===== src/rtl/burst_master.sv =====
// Burst initiator: accepts one request, then issues BURST_LEN single-beat SRAM
// accesses at incrementing addresses, with a streamed write path and a latency-matched read return.
module burst_master #(
    parameter int ADDR_WIDTH = 16,
    parameter int DATA_WIDTH = 8,
    parameter int BURST_LEN  = 8,
    parameter int RD_LATENCY = 1
) (
    input  logic                  clk,
    input  logic                  rstn,
    input  logic                  req_valid,
    output logic                  req_ready,
    input  logic                  req_write,
    input  logic [ADDR_WIDTH-1:0] req_addr,
    input  logic                  wdata_valid,
    output logic                  wdata_ready,
    input  logic [DATA_WIDTH-1:0] wdata,
    output logic                  rdata_valid,
    output logic [DATA_WIDTH-1:0] rdata,
    output logic                  done,
    output logic                  mem_burst_en,
    output logic [ADDR_WIDTH-1:0] mem_addr,
    output logic                  mem_wren,
    output logic                  mem_rden,
    output logic [DATA_WIDTH-1:0] mem_wr_data,
    input  logic [DATA_WIDTH-1:0] mem_rd_data
);

    localparam int              CW        = $clog2(BURST_LEN + 1);
    localparam logic [CW-1:0]   LAST_BEAT = CW'(BURST_LEN - 1);
    localparam logic [CW-1:0]   FULL_CNT  = CW'(BURST_LEN);

    typedef enum logic [1:0] {
        S_IDLE,
        S_WRITE,
        S_READ,
        S_DRAIN
    } state_t;

    state_t                r_state;
    logic [ADDR_WIDTH-1:0] r_base;
    logic [CW-1:0]         r_beat;
    logic [CW-1:0]         r_ret_cnt;
    logic [RD_LATENCY-1:0] r_rd_pipe;
    logic [DATA_WIDTH-1:0] r_rdata;
    logic                  r_rdata_valid;
    logic                  r_done;

    logic                  w_active;
    logic                  w_wr_xfer;
    logic                  w_rd_ret;
    logic                  w_accept;

    assign w_active  = (r_state == S_WRITE) || (r_state == S_READ);
    assign w_wr_xfer = (r_state == S_WRITE) && wdata_valid;
    assign w_rd_ret  = r_rd_pipe[RD_LATENCY-1];
    assign w_accept  = (r_state == S_IDLE) && req_valid;

    // Write beats pass straight through to the SRAM; data is gated so the bus is quiet outside WRITE.
    assign req_ready    = (r_state == S_IDLE);
    assign wdata_ready  = w_wr_xfer;
    assign mem_burst_en = w_active;
    assign mem_addr     = w_active ? (r_base + ADDR_WIDTH'(r_beat)) : '0;
    assign mem_wren     = w_wr_xfer;
    assign mem_wr_data  = (r_state == S_WRITE) ? wdata : '0;
    assign mem_rden     = (r_state == S_READ);
    assign rdata_valid  = r_rdata_valid;
    assign rdata        = r_rdata;
    assign done         = r_done;

    always_ff @(posedge clk or negedge rstn) begin
        if (!rstn) begin
            r_state <= S_IDLE;
            r_base  <= '0;
            r_beat  <= '0;
            r_done  <= 1'b0;
        end else begin
            // NOTE: registered state uses non-blocking assignments; the default below makes done a one-cycle pulse.
            r_done <= 1'b0;
            case (r_state)
                S_IDLE: begin
                    if (req_valid) begin
                        r_base  <= req_addr;
                        r_beat  <= '0;
                        r_state <= req_write ? S_WRITE : S_READ;
                    end
                end
                S_WRITE: begin
                    if (wdata_valid) begin
                        if (r_beat != FULL_CNT) r_beat <= r_beat + CW'(1);
                        if (r_beat == LAST_BEAT) begin
                            r_state <= S_IDLE;
                            r_done  <= 1'b1;
                        end
                    end
                end
                S_READ: begin
                    if (r_beat != FULL_CNT) r_beat <= r_beat + CW'(1);
                    if (r_beat == LAST_BEAT) r_state <= S_DRAIN;
                end
                S_DRAIN: begin
                    // done rises together with the final returned beat; leave DRAIN one cycle later.
                    if (w_rd_ret && (r_ret_cnt == LAST_BEAT)) r_done <= 1'b1;
                    if (r_done) r_state <= S_IDLE;
                end
                default: r_state <= S_IDLE;
            endcase
        end
    end

    always_ff @(posedge clk or negedge rstn) begin
        if (!rstn) begin
            r_rd_pipe     <= '0;
            r_rdata       <= '0;
            r_rdata_valid <= 1'b0;
            r_ret_cnt     <= '0;
        end else begin
            r_rd_pipe[0] <= (r_state == S_READ);
            for (int i = 1; i < RD_LATENCY; i++) begin
                r_rd_pipe[i] <= r_rd_pipe[i-1];
            end
            r_rdata_valid <= w_rd_ret;
            if (w_rd_ret) begin
                r_rdata <= mem_rd_data;
                if (r_ret_cnt != FULL_CNT) r_ret_cnt <= r_ret_cnt + CW'(1);
            end
            if (w_accept) r_ret_cnt <= '0;
        end
    end

endmodule


===== config.mk =====
export PLATFORM = sky130hd
export DESIGN_NAME = burst_master
export DESIGN_NICKNAME = d
export VERILOG_FILES = /design/src/rtl/burst_master.sv
export SDC_FILE = /design/constraint.sdc
export NUM_CORES = 1
export LEC_CHECK = 0
export CORE_MARGIN = 1
export CORE_UTILIZATION = 49
export CTS_CLUSTER_DIAMETER = 120
export DETAILED_ROUTE_END_ITERATION = 6
export PLACE_DENSITY = 0.84
export SETUP_SLACK_MARGIN = 0.4
export SYNTH_ARGS = -nofsm -noshare
export SYNTH_HDL_FRONTEND = slang
export SYNTH_SLANG_ARGS = --single-unit

===== constraint.sdc =====
create_clock -name clk -period 6.4 [get_ports clk]
set_clock_uncertainty 0.15 [all_clocks]
set_input_delay 0.96 -clock clk [delete_from_list [all_inputs] [get_ports clk]]
set_output_delay 0.96 -clock clk [all_outputs]
set_load 0.03 [all_outputs]

# Yosys cells after proc, flatten, opt, wreduce, memory -nomap -nowiden
# Cells that the tools add are included.
# totals
ff_bits	37
# op_classes
addsub	3
n_eq_ne	12
n_mux	20
reduce_logical	12
# ops
operator	count
$mux W4	6
$add A16 B4 Y16	1
$mux W16	1
$mux W2	6
$pmux W4 S3	1
$add A4 B1 Y4 const B	2
$eq A4 B3 Y1 const B	2
$mux W8	1
$ne A4 B4 Y1 const B	2
$pmux W2 S4	1
$ne A2 B2 Y1 const B	3
$reduce_and A5 Y1	1
$eq A2 B2 Y1 const B	2
$ne A2 B1 Y1 const B	2
$reduce_and A2 Y1	2
$reduce_bool A2 Y1	2
$logic_and A1 B1 Y1	3
$mux W1	3
$reduce_and A3 Y1	1
$reduce_bool A3 Y1	1
$eq A2 B1 Y1 const B	1
$logic_not A2 Y1	1
$pmux W1 S2	1
$logic_or A1 B1 Y1	1

# Logic depth before layout (Yosys ltp)
# Gate-level depths: netlist (run 1).
# depth
depth_word	4
ltp_mapped	7
depth_no_buf	6

# Worst setup path before layout (run 1)
# OpenSTA, ideal clock, no wires.
# synth_timing
path_type	register to output
from	register r_beat[2]
to	output port mem_addr[13]
arrival_ps	2010
required_time_ps	5290
setup_slack_ps	3280
stages_incl_launch_ff	7
path_buffers	1
path_cell_list	dfrtp_1 ha_1 o21a_1 a21oi_1 buf_2 or4_1 a21oi_1
# synth_between
elab_chain_cells	2
# synth_lines
item	line_no	source
from (decl)	42	logic [CW-1:0] r_beat;
from (signal assigned)	90	if (r_beat != FULL_CNT) r_beat <= r_beat + CW'(1);
from (signal assigned)	98	if (r_beat != FULL_CNT) r_beat <= r_beat + CW'(1);
$add A16 B4 Y16	63	assign mem_addr = w_active ? (r_base + ADDR_WIDTH'(r_beat)) : '0;
$mux W16	63	
to (decl)	22	output logic [ADDR_WIDTH-1:0] mem_addr,
# Every way passes these cells.

# Final worst setup path (run 1)
# layout_timing
from	register r_beat[1]
to	output port mem_addr[11]
# Same word-level chain as after synthesis.

==> summary.txt, run 1 <==
Worst-path clk slew - 70 ps
Minimum clock period - 4070 ps
Worst min-delay path startpoint - rdata[2]
Most common cell after layout, fill and taps aside - clkdlybuf4s50_1
Nets - 328
Hold_ws - 360 ps
Starting density of the core - 52.6%
Die ar. - 4690 um2
Worst Max-Slew Pin Slew - 802 ps
Switching pwr - 0.762 mW
FF+latch count, synth - 37
Cell row count - 23
GRT Overall Usage - 22.7%
CTS root buf - clkbuf_8
Setup_tns - 0 ps
FF-to-FF Start - r_state[0]
CP required - 5290 ps
Critical path endpoint category - output pin
Post-synth top flop - dfrtp_1
Final wirelength - 4850 um
# IOs - 76
Clock power frac - 12.4%
First-pass GRT wire length - 7800 um
Largest family of logic cells by synthesized area - simple AND/OR/NAND/NOR gates
Gr ovfl total - 0
Combinational power share - 60.7%
Via count - 1,799
Crit path launch - r_beat[1]
Yosys warns - 0
Routability Congestion - 0.767
CTS buffer count - 5
H-tree depth - 2
Fillers - 318
FFs w/ async S/R, synth - 100%
Hold Fails Final Rpt - 0
Peak VDD IR - 0.278 mV
Insertion delay to the later sink of the worst-skew pair - 290 ps
Hold_buf cts - 0
Setup-failing EPs final - 0
EDFF count, synth - 0
Proportion of synthesized area in mux cells - 14.9%
TritonCTS clock tree - yes
Xor/xnor share of the synthesized area - 3.24%
Starting DRT DRC Count - 110
Critical Path Start Type - flip-flop
Period utilization - 63.6%
First-pass DRT Iterations - 4
FMAX - 246 MHz
Final Core Density - 74.2%
Switching Fraction - 45.2%
Post-cts resize count - 0
Wire length per cell - 14.8 um
Netlist cell types - 38
Critical path class - reg2out
Share of layout cells above drive strength 1 - 14.0%
Chip Width - 68.5 um
Min-Delay Path Class - reg2reg
DR vias/cell - 5.48
Pin count of the biggest net entering global routing - 38
Synth Area in Adders - 8.44%
Max_slew headroom - 46.6%
Die height - 68.5 um
Maximum clock insertion buffer count - 2
Status - completed
Final WS setup - 2330 ps
Unrepaired setup endpoints after global routing - no
Input/output buffers - 75
Core box area - 4120 um2
Worst-path maximum fanout - 12
Number of max-cap violations - 0
Post CTS Setup Buffer Count - 0
Leak Pwr - 1.30 nW
Most frequent cells in the layout - clkdlybuf4s50_1 (74), dfrtp_1 (37), mux2_2 (26), nand2_1 (15), a21oi_1 (14)
PwrDens - 553 nW/um2
Sink Count - 37
Post-place setup slack - 2690 ps
Avg Cell Area, Syn - 10.7 um2
Detailed-route DRC error count - 0
Seq/Total Area, Yosys - 42.8%
Number of global-route vias before repair - 1,749
Compound-Gate Fraction of Synth Area - 11.3%
Crit path DAT - 2960 ps
Mapped cell area - 2160 um2
Final ANT Viol Nets - 0
Antenna cells - 0
Simple-gate share of the synthesized area - 15.4%
Syn-to-layout area delta - 41.0%
Post-Synthesis Cells - 203
Syn Nets - 254
Slew Viols, Final - 0
Overall power - 1.69 mW
DP Wirelength - 3560 um
Initial antenna violation count - 0
P_int - 0.925 mW
Flop pwr share - 27.0%
worst max-delay path, cell delays in order (launching register included):
cell and delay [ps]:
dfrtp_1 440, ha_1 330, a211o_1 280, a21oi_1 620, o31ai_1 130, a21oi_1 180, clkdlybuf4s50_1 690
cell usage after synthesis, types with 2 or more instances:
library cell | n | share of area [%]
and2_1 | 10 | 2.9
dfrtp_1 | 37 | 43
xor2_1 | 2 | 0.81
nand2_1 | 15 | 2.6
mux2_2 | 26 | 14
mux2i_1 | 3 | 1.4
o21ai_0 | 6 | 1.4
buf_2 | 3 | 0.69
nand3b_1 | 2 | 0.69
or3_1 | 2 | 0.58
ha_1 | 13 | 7.5
nand3_1 | 7 | 1.6
a21oi_1 | 14 | 3.2
o31ai_1 | 4 | 1.4
clkbuf_1 | 4 | 0.69
inv_1 | 12 | 2.1
nand2b_1 | 2 | 0.58
xnor2_1 | 6 | 2.4
a211oi_1 | 3 | 1.0
nor2_1 | 6 | 1.0
or4_1 | 4 | 1.4
a32o_1 | 2 | 0.92
nor2b_1 | 2 | 0.58
nand4_1 | 4 | 1.2
sequential cells by signal (all words and copies together), names as in the netlist:
signal,count
rdata_valid,1
r_beat,4
r_ret_cnt,4
r_base,16
r_rd_pipe,1
done,1
rdata,8
r_state,2
power by group through the flow:
stage	Sequential [mW]	Combinational, mW	Clock (mW)
6_report	0.455	1.02	0.209
5_1_grt	0.473	1.10	0.218
4_1_cts	0.455	1.03	0.210
3_5_place_dp	0.459	1.02	0
3_3_place_gp	0.451	1.00	0
2_1_floorplan	0.480	0.631	0
metal layers:
metal / part of all wire, % / GRT usage [%] / wire (um) / up-vias
met5: 0 / 0 / 0 / -
li1: - / - / - / 872
met4: 1.5 / 11.2 / 75 / 0
met1: 43 / 28.7 / 2100 / 854
met3: 6.3 / 3.33 / 304 / 7
met2: 49 / 37.7 / 2380 / 66
layout make-up:
type,instances,area (um2),area share (%)
multi-input combinational,145,1150,37.8
sequential,37,926,30.3
timing repair buffer,75,746,24.4
clock buffer,7,86.3,2.83
tap,50,62.6,2.05
inverter,13,48.8,1.60
clock inverter,1,30.0,0.984
kinds of logic (layout without fill, tap and decap cells):
logic type,after synthesis,in the layout
and+or+nand+nor,58,58
buffers and inverters,21,96
xor gates and xnor gates,8,8
adders and majority gates,14,14
DFF,37,37
muxes,29,29
AOI/OAI and AO/OA,36,36
worst paths after layout:
check | to | slack (ps) | depth (start not counted)
worst max-delay path | mem_addr[11] | 2330 | 6
worst min-delay path | rdata[2] | 360 | 1
worst max register to register | r_beat[2] | 4090 | 6
worst min register to register | rdata[2] | 360 | 1
max in group asynchronous | r_base[2] | 4980 | 1
min in group asynchronous | r_base[5] | 600 | 1
through the flow:
step / instances / area (um2)
floorplan: 203 / 2160
global placement: 320 / 2940
detailed placement: 320 / 2940
CTS: 328 / 3050
global route: 328 / 3050
finish: 328 / 3050
Note: power is estimated with default switching activity, not from simulation.
==> inputs of run 2 (changes only) <==
--- a/config.mk
+++ b/config.mk
@@ -6,10 +6,10 @@
 export NUM_CORES = 1
 export LEC_CHECK = 0
 export CORE_MARGIN = 1
-export CORE_UTILIZATION = 49
+export CORE_UTILIZATION = 45
 export CTS_CLUSTER_DIAMETER = 120
 export DETAILED_ROUTE_END_ITERATION = 6
-export PLACE_DENSITY = 0.84
+export PLACE_DENSITY = 0.78
 export SETUP_SLACK_MARGIN = 0.4
 export SYNTH_ARGS = -nofsm -noshare
 export SYNTH_HDL_FRONTEND = slang
==> constraint.sdc (replaced) <==
create_clock -name clk -period 4.2 [get_ports clk]
set_clock_uncertainty 0.15 [all_clocks]
set_input_delay 0.63 -clock clk [delete_from_list [all_inputs] [get_ports clk]]
set_output_delay 0.63 -clock clk [all_outputs]
set_load 0.03 [all_outputs]
==> summary.txt, run 2 (synthesis results as in run 1) <==
Status - finished with violations
Failing checks - design-rule violations
Setup-failing EPs final - 0 (unchanged)
Worst-path maximum fanout - 12 (unchanged)
CP required - 3420 ps (-1870 ps)
First-pass GRT wire length - 7730 um (-0.96%)
Routability Congestion - 0.729 (-5.1%)
Critical path class - reg2out
Gr ovfl total - 0 (unchanged)
Worst-path clk slew - 80 ps (about the same)
Share of layout cells above drive strength 1 - 14.1% (+0.051 points)
Syn-to-layout area delta - 39.9%
Worst r2r dst - r_beat[2]
Maximum clock insertion buffer count - 2 (unchanged)
# IOs - 76 (unchanged)
CTS buffer count - 5 (unchanged)
Starting DRT DRC Count - 70 (-36%)
Critical path endpoint category - output pin
Wire length per cell - 14.1 um (-4.8%)
Post-cts resize count - 0 (unchanged)
Minimum clock period - 3510 ps
Die ar. - 5090 um2 (+8.6%)
Design area - 3030 um2 (-0.78%)
Final WS setup - 691 ps (-1640 ps)
Post-place setup slack - 833 ps (-1860 ps)
Pin count of the biggest net entering global routing - 38 (unchanged)
PwrDens - 822 nW/um2 (+49%)
Nets - 328 (unchanged)
DR vias/cell - 5.37 (-2.1%)
Number of global-route vias before repair - 1,712 (-2.1%)
Cell row count - 24 (+4.3%)
Sink Count - 37 (unchanged)
Max reg flops - 16 (unchanged)
Most common cell after layout, fill and taps aside - clkdlybuf4s50_1
Unrepaired setup endpoints after global routing - no
Peak VDD IR - 0.639 mV (+130%)
Chip Width - 71.4 um (+4.2%)
Hold Fails Final Rpt - 0 (unchanged)
Insertion delay to the later sink of the worst-skew pair - 280 ps (about the same)
Slew Viols, Final - 0 (unchanged)
DP Wirelength - 3430 um (-3.6%)
H-tree depth - 2 (unchanged)
Leak Pwr - 1.29 nW (-1.0%)
Post-DP Area - 2940 um2 (about the same)
Period utilization - 83.6%
CTS root buf - clkbuf_8
Most frequent cells in the layout - clkdlybuf4s50_1 (74), dfrtp_1 (37), mux2_2 (26), nand2_1 (15)
Die height - 71.4 um (+4.2%)
Hold_ws - 282 ps (-78.2 ps)
Initial antenna violation count - 0 (unchanged)
Input/output buffers - 75 (unchanged)
Crit path DAT - 2730 ps (-230 ps)
Post-placement cell count - 322 (+0.63%)
Via count - 1,767 (-1.8%)
Flop2flop setup slack - 1870 ps (-2220 ps)
Post CTS Setup Buffer Count - 0 (unchanged)
Min-Delay Path Class - in2async
Final ANT Viol Nets - 0 (unchanged)
Setup_tns - 0 ps (unchanged)
Number of max-cap violations - 0 (unchanged)
FMAX - 285 MHz
Final wirelength - 4630 um (-4.6%)
First-pass DRT Iterations - 7 (+3)
Path depth of the worst reg2reg path - 6 (unchanged)
Starting density of the core - 48.4% (-4.2 points)
Core box area - 4470 um2 (+8.7%)
Hold_buf cts - 0 (unchanged)
Largest reg by FF count - r_base
FF-to-FF Start - r_state[0]
Critical Path Start Type - flip-flop
Max_slew headroom - 46.1% (-0.51 points)
Detailed-route DRC error count - 6 (+6)
Overall power - 2.49 mW (+47%)
Layout Cells excl Fill - 329 (+0.30%)
GRT Overall Usage - 19.2% (-3.6 points)
Worst Max-Slew Pin Slew - 809 ps (+7.63 ps)
TritonCTS clock tree - yes
Final Core Density - 67.7% (-6.5 points)
Antenna cells - 0 (unchanged)
-- run 2: cell types whose count changed in the layout (fill, tap and decap cells not counted), sizes merged --
cell | previous run | this run
bufinv | 1 | 0
-- run 2: metal layers --
layer	track usage [%]	vias up	part of all wire, %
li1	-	869	-
met4	4.22	0	0
met2	34.3	65	51
met5	0	-	0
met3	4.08	0	5.7
met1	23.8	833	43
-- run 2: cell type report --
cell class	count	area (um2)
flip-flops and latches	37	926
well taps	52	65.1
inverters	13	48.8
multi-input cells	145	1160
fillers	350	1450
repair buffers	75	746
clock buffers	7	86.3
-- run 2: where the power goes --
part           switching, mW  internal (mW)  total [mW]
combinational          0.852          0.702        1.55
sequential             0.171          0.514       0.686
clock                  0.118          0.130       0.248
total                   1.14           1.35        2.49
-- run 2: worst max-delay path by stage --
stage	start	to	slack [ps]	cells after the start
detailed placement	r_beat[2]	mem_addr[5]	830	6
finish	r_beat[2]	mem_addr[15]	690	6
global route	r_beat[1]	mem_addr[5]	530	6
global placement	r_beat[1]	mem_addr[5]	890	6
floorplan	r_beat[2]	mem_addr[13]	1410	6
CTS	r_beat[1]	mem_addr[5]	540	6
-- run 2: critical path: stages (launching register included) --
cell,delay (ps)
dfrtp_1,440
ha_1,380
o21a_1,180
a21oi_2,140
or4_1,490
a21oi_1,150
clkdlybuf4s50_1,680
==> inputs of run 3 (changes only) <==
==> constraint.sdc (replaced) <==
create_clock -name clk -period 3.5 [get_ports clk]
set_clock_uncertainty 0.15 [all_clocks]
set_input_delay 0.525 -clock clk [delete_from_list [all_inputs] [get_ports clk]]
set_output_delay 0.525 -clock clk [all_outputs]
set_load 0.03 [all_outputs]
==> summary.txt, run 3 (synthesis results as in run 1) <==
Status - finished with violations
Failing checks - design-rule violations
Sink Count - 37 (unchanged)
Pin count of the biggest net entering global routing - 38 (unchanged)
Maximum clock insertion buffer count - 2 (unchanged)
Final Core Density - 67.2% (-0.48 points)
Critical Path Start Type - flip-flop
Cell row count - 24 (unchanged)
Nets - 330 (+0.61%)
DP Wirelength - 3560 um (+3.8%)
Critical path endpoint category - output pin
Antenna cells - 0 (unchanged)
Critical path class - reg2out
Syn-to-layout area delta - 38.9%
First-pass DRT Iterations - 7 (unchanged)
Minimum clock period - 2990 ps
Wire length per cell - 14.1 um (+0.40%)
Worst-path clk slew - 70 ps (about the same)
Max_slew headroom - 46.0% (-0.097 points)
Starting density of the core - 48.4% (unchanged)
CP max stage cell - fa_1
Core box area - 4470 um2 (unchanged)
Hold Fails Final Rpt - 0 (unchanged)
DR vias/cell - 5.28 (-1.7%)
Max reg flops - 16 (unchanged)
Layout Cells excl Fill - 332 (+0.91%)
Crit path cell chain - ha_1 -> fa_1 -> nand3_1 -> nand2_1 -> xnor2_1 -> nor2_1 -> clkdlybuf4s15_1
# IOs - 76 (unchanged)
CTS buffer count - 5 (unchanged)
Final ANT Viol Nets - 0 (unchanged)
Hold_buf cts - 0 (unchanged)
Input/output buffers - 75 (unchanged)
Largest reg by FF count - r_base
Worst Max-Slew Pin Slew - 811 ps (+1.45 ps)
CP max stage delay - 430 ps (-250 ps)
Via count - 1,753 (-0.79%)
TritonCTS clock tree - yes
Final wirelength - 4690 um (+1.3%)
Most common cell after layout, fill and taps aside - clkdlybuf4s50_1
Leak Pwr - 1.33 nW (+3.2%)
Period utilization - 85.4%
Worst Path Buf+Inv - 1 (unchanged)
Worst-path maximum fanout - 4 (-8)
Starting DRT DRC Count - 75 (+7.1%)
Initial antenna violation count - 0 (unchanged)
Crit path DAT - 2310 ps (-420 ps)
Share of layout cells above drive strength 1 - 17.9% (+3.8 points)
Peak VDD IR - 0.576 mV (-9.8%)
Slew Viols, Final - 0 (unchanged)
Post-placement cell count - 323 (+0.31%)
CTS root buf - clkbuf_8
Number of max-cap violations - 0 (unchanged)
CP required - 2820 ps (-600 ps)
Die ar. - 5090 um2 (unchanged)
GRT Overall Usage - 20.2% (+1.0 points)
Unrepaired setup endpoints after global routing - yes
Fillers - 362 (+3.4%)
Detailed-route DRC error count - 6 (unchanged)
Number of global-route vias before repair - 1,757 (+2.6%)
First-pass GRT wire length - 8020 um (+3.7%)
Insertion delay to the later sink of the worst-skew pair - 290 ps (about the same)
H-tree depth - 2 (unchanged)
Routability Congestion - 0.736 (+1.0%)
Die height - 71.4 um (unchanged)
Min-Delay Path Class - in2async
Post-DP Area - 2950 um2 (+0.26%)
FMAX - 334 MHz
Gr ovfl total - 0 (unchanged)
Most frequent cells in the layout - clkdlybuf4s50_1 (62), dfrtp_1 (37), mux2_2 (26), nand2_1 (15)
Chip Width - 71.4 um (unchanged)
PwrDens - 968 nW/um2 (+18%)
Setup-failing EPs final - 0 (unchanged)
Design area - 3010 um2 (-0.70%)
Setup_tns - 0 ps (unchanged)
CP top delay family - adder cells
run 3: final timing paths:
path | startpoint | end | slack, ps | cells past startpoint
max | r_beat[0] | mem_addr[4] | 510 | 7
min | rstn | rdata_valid | 180 | 1
max reg2reg | r_state[0] | r_beat[2] | 1220 | 7
min reg2reg | r_ret_cnt[3] | done | 350 | 1
max in group asynchronous | rstn | r_base[0] | 2510 | 1
min in group clk | r_ret_cnt[3] | done | 350 | 1
run 3: per-stage QoR:
step           setup slack (ps)  total power [mW]  hold WS, ps
2_1_floorplan               815              2.03         79.4
3_3_place_gp                303              2.66          338
3_5_place_dp                196              2.71          336
4_1_cts                     230              2.96          213
5_1_grt                     388              3.13          244
6_report                    510              2.91          176
run 3: what timing repair did:
item / 4_1_cts / 5_1_grt
setup buffers: 0 / 1
pin swaps: 0 / 1
resized for setup: 17 / 16
endpoints found under the setup margin: 12 / 10
run 3: where the power goes:
part	internal [mW]	switching, mW
Combinational	0.780	1.03
Sequential	0.617	0.200
Clock	0.138	0.149
run 3: cell type report:
type | instances | area [um2] | share of cell area, %
Tap cell | 52 | 65.1 | 2.16
Timing Repair Buffer | 77 | 721 | 24.0
Sequential cell | 37 | 926 | 30.8
Clock buffer | 6 | 72.6 | 2.41
Inverter | 13 | 48.8 | 1.62
Clock inverter | 2 | 10.0 | 0.333
Multi-Input combinational cell | 145 | 1160 | 38.7
run 3: metal layers:
layer	part of all wire [%]	vias to the layer above	track usage, %
li1	-	873	-
met1	44	820	24.6
met2	50	55	36.1
met3	5.5	5	5.63
met4	0.62	0	3.33
met5	0	-	0
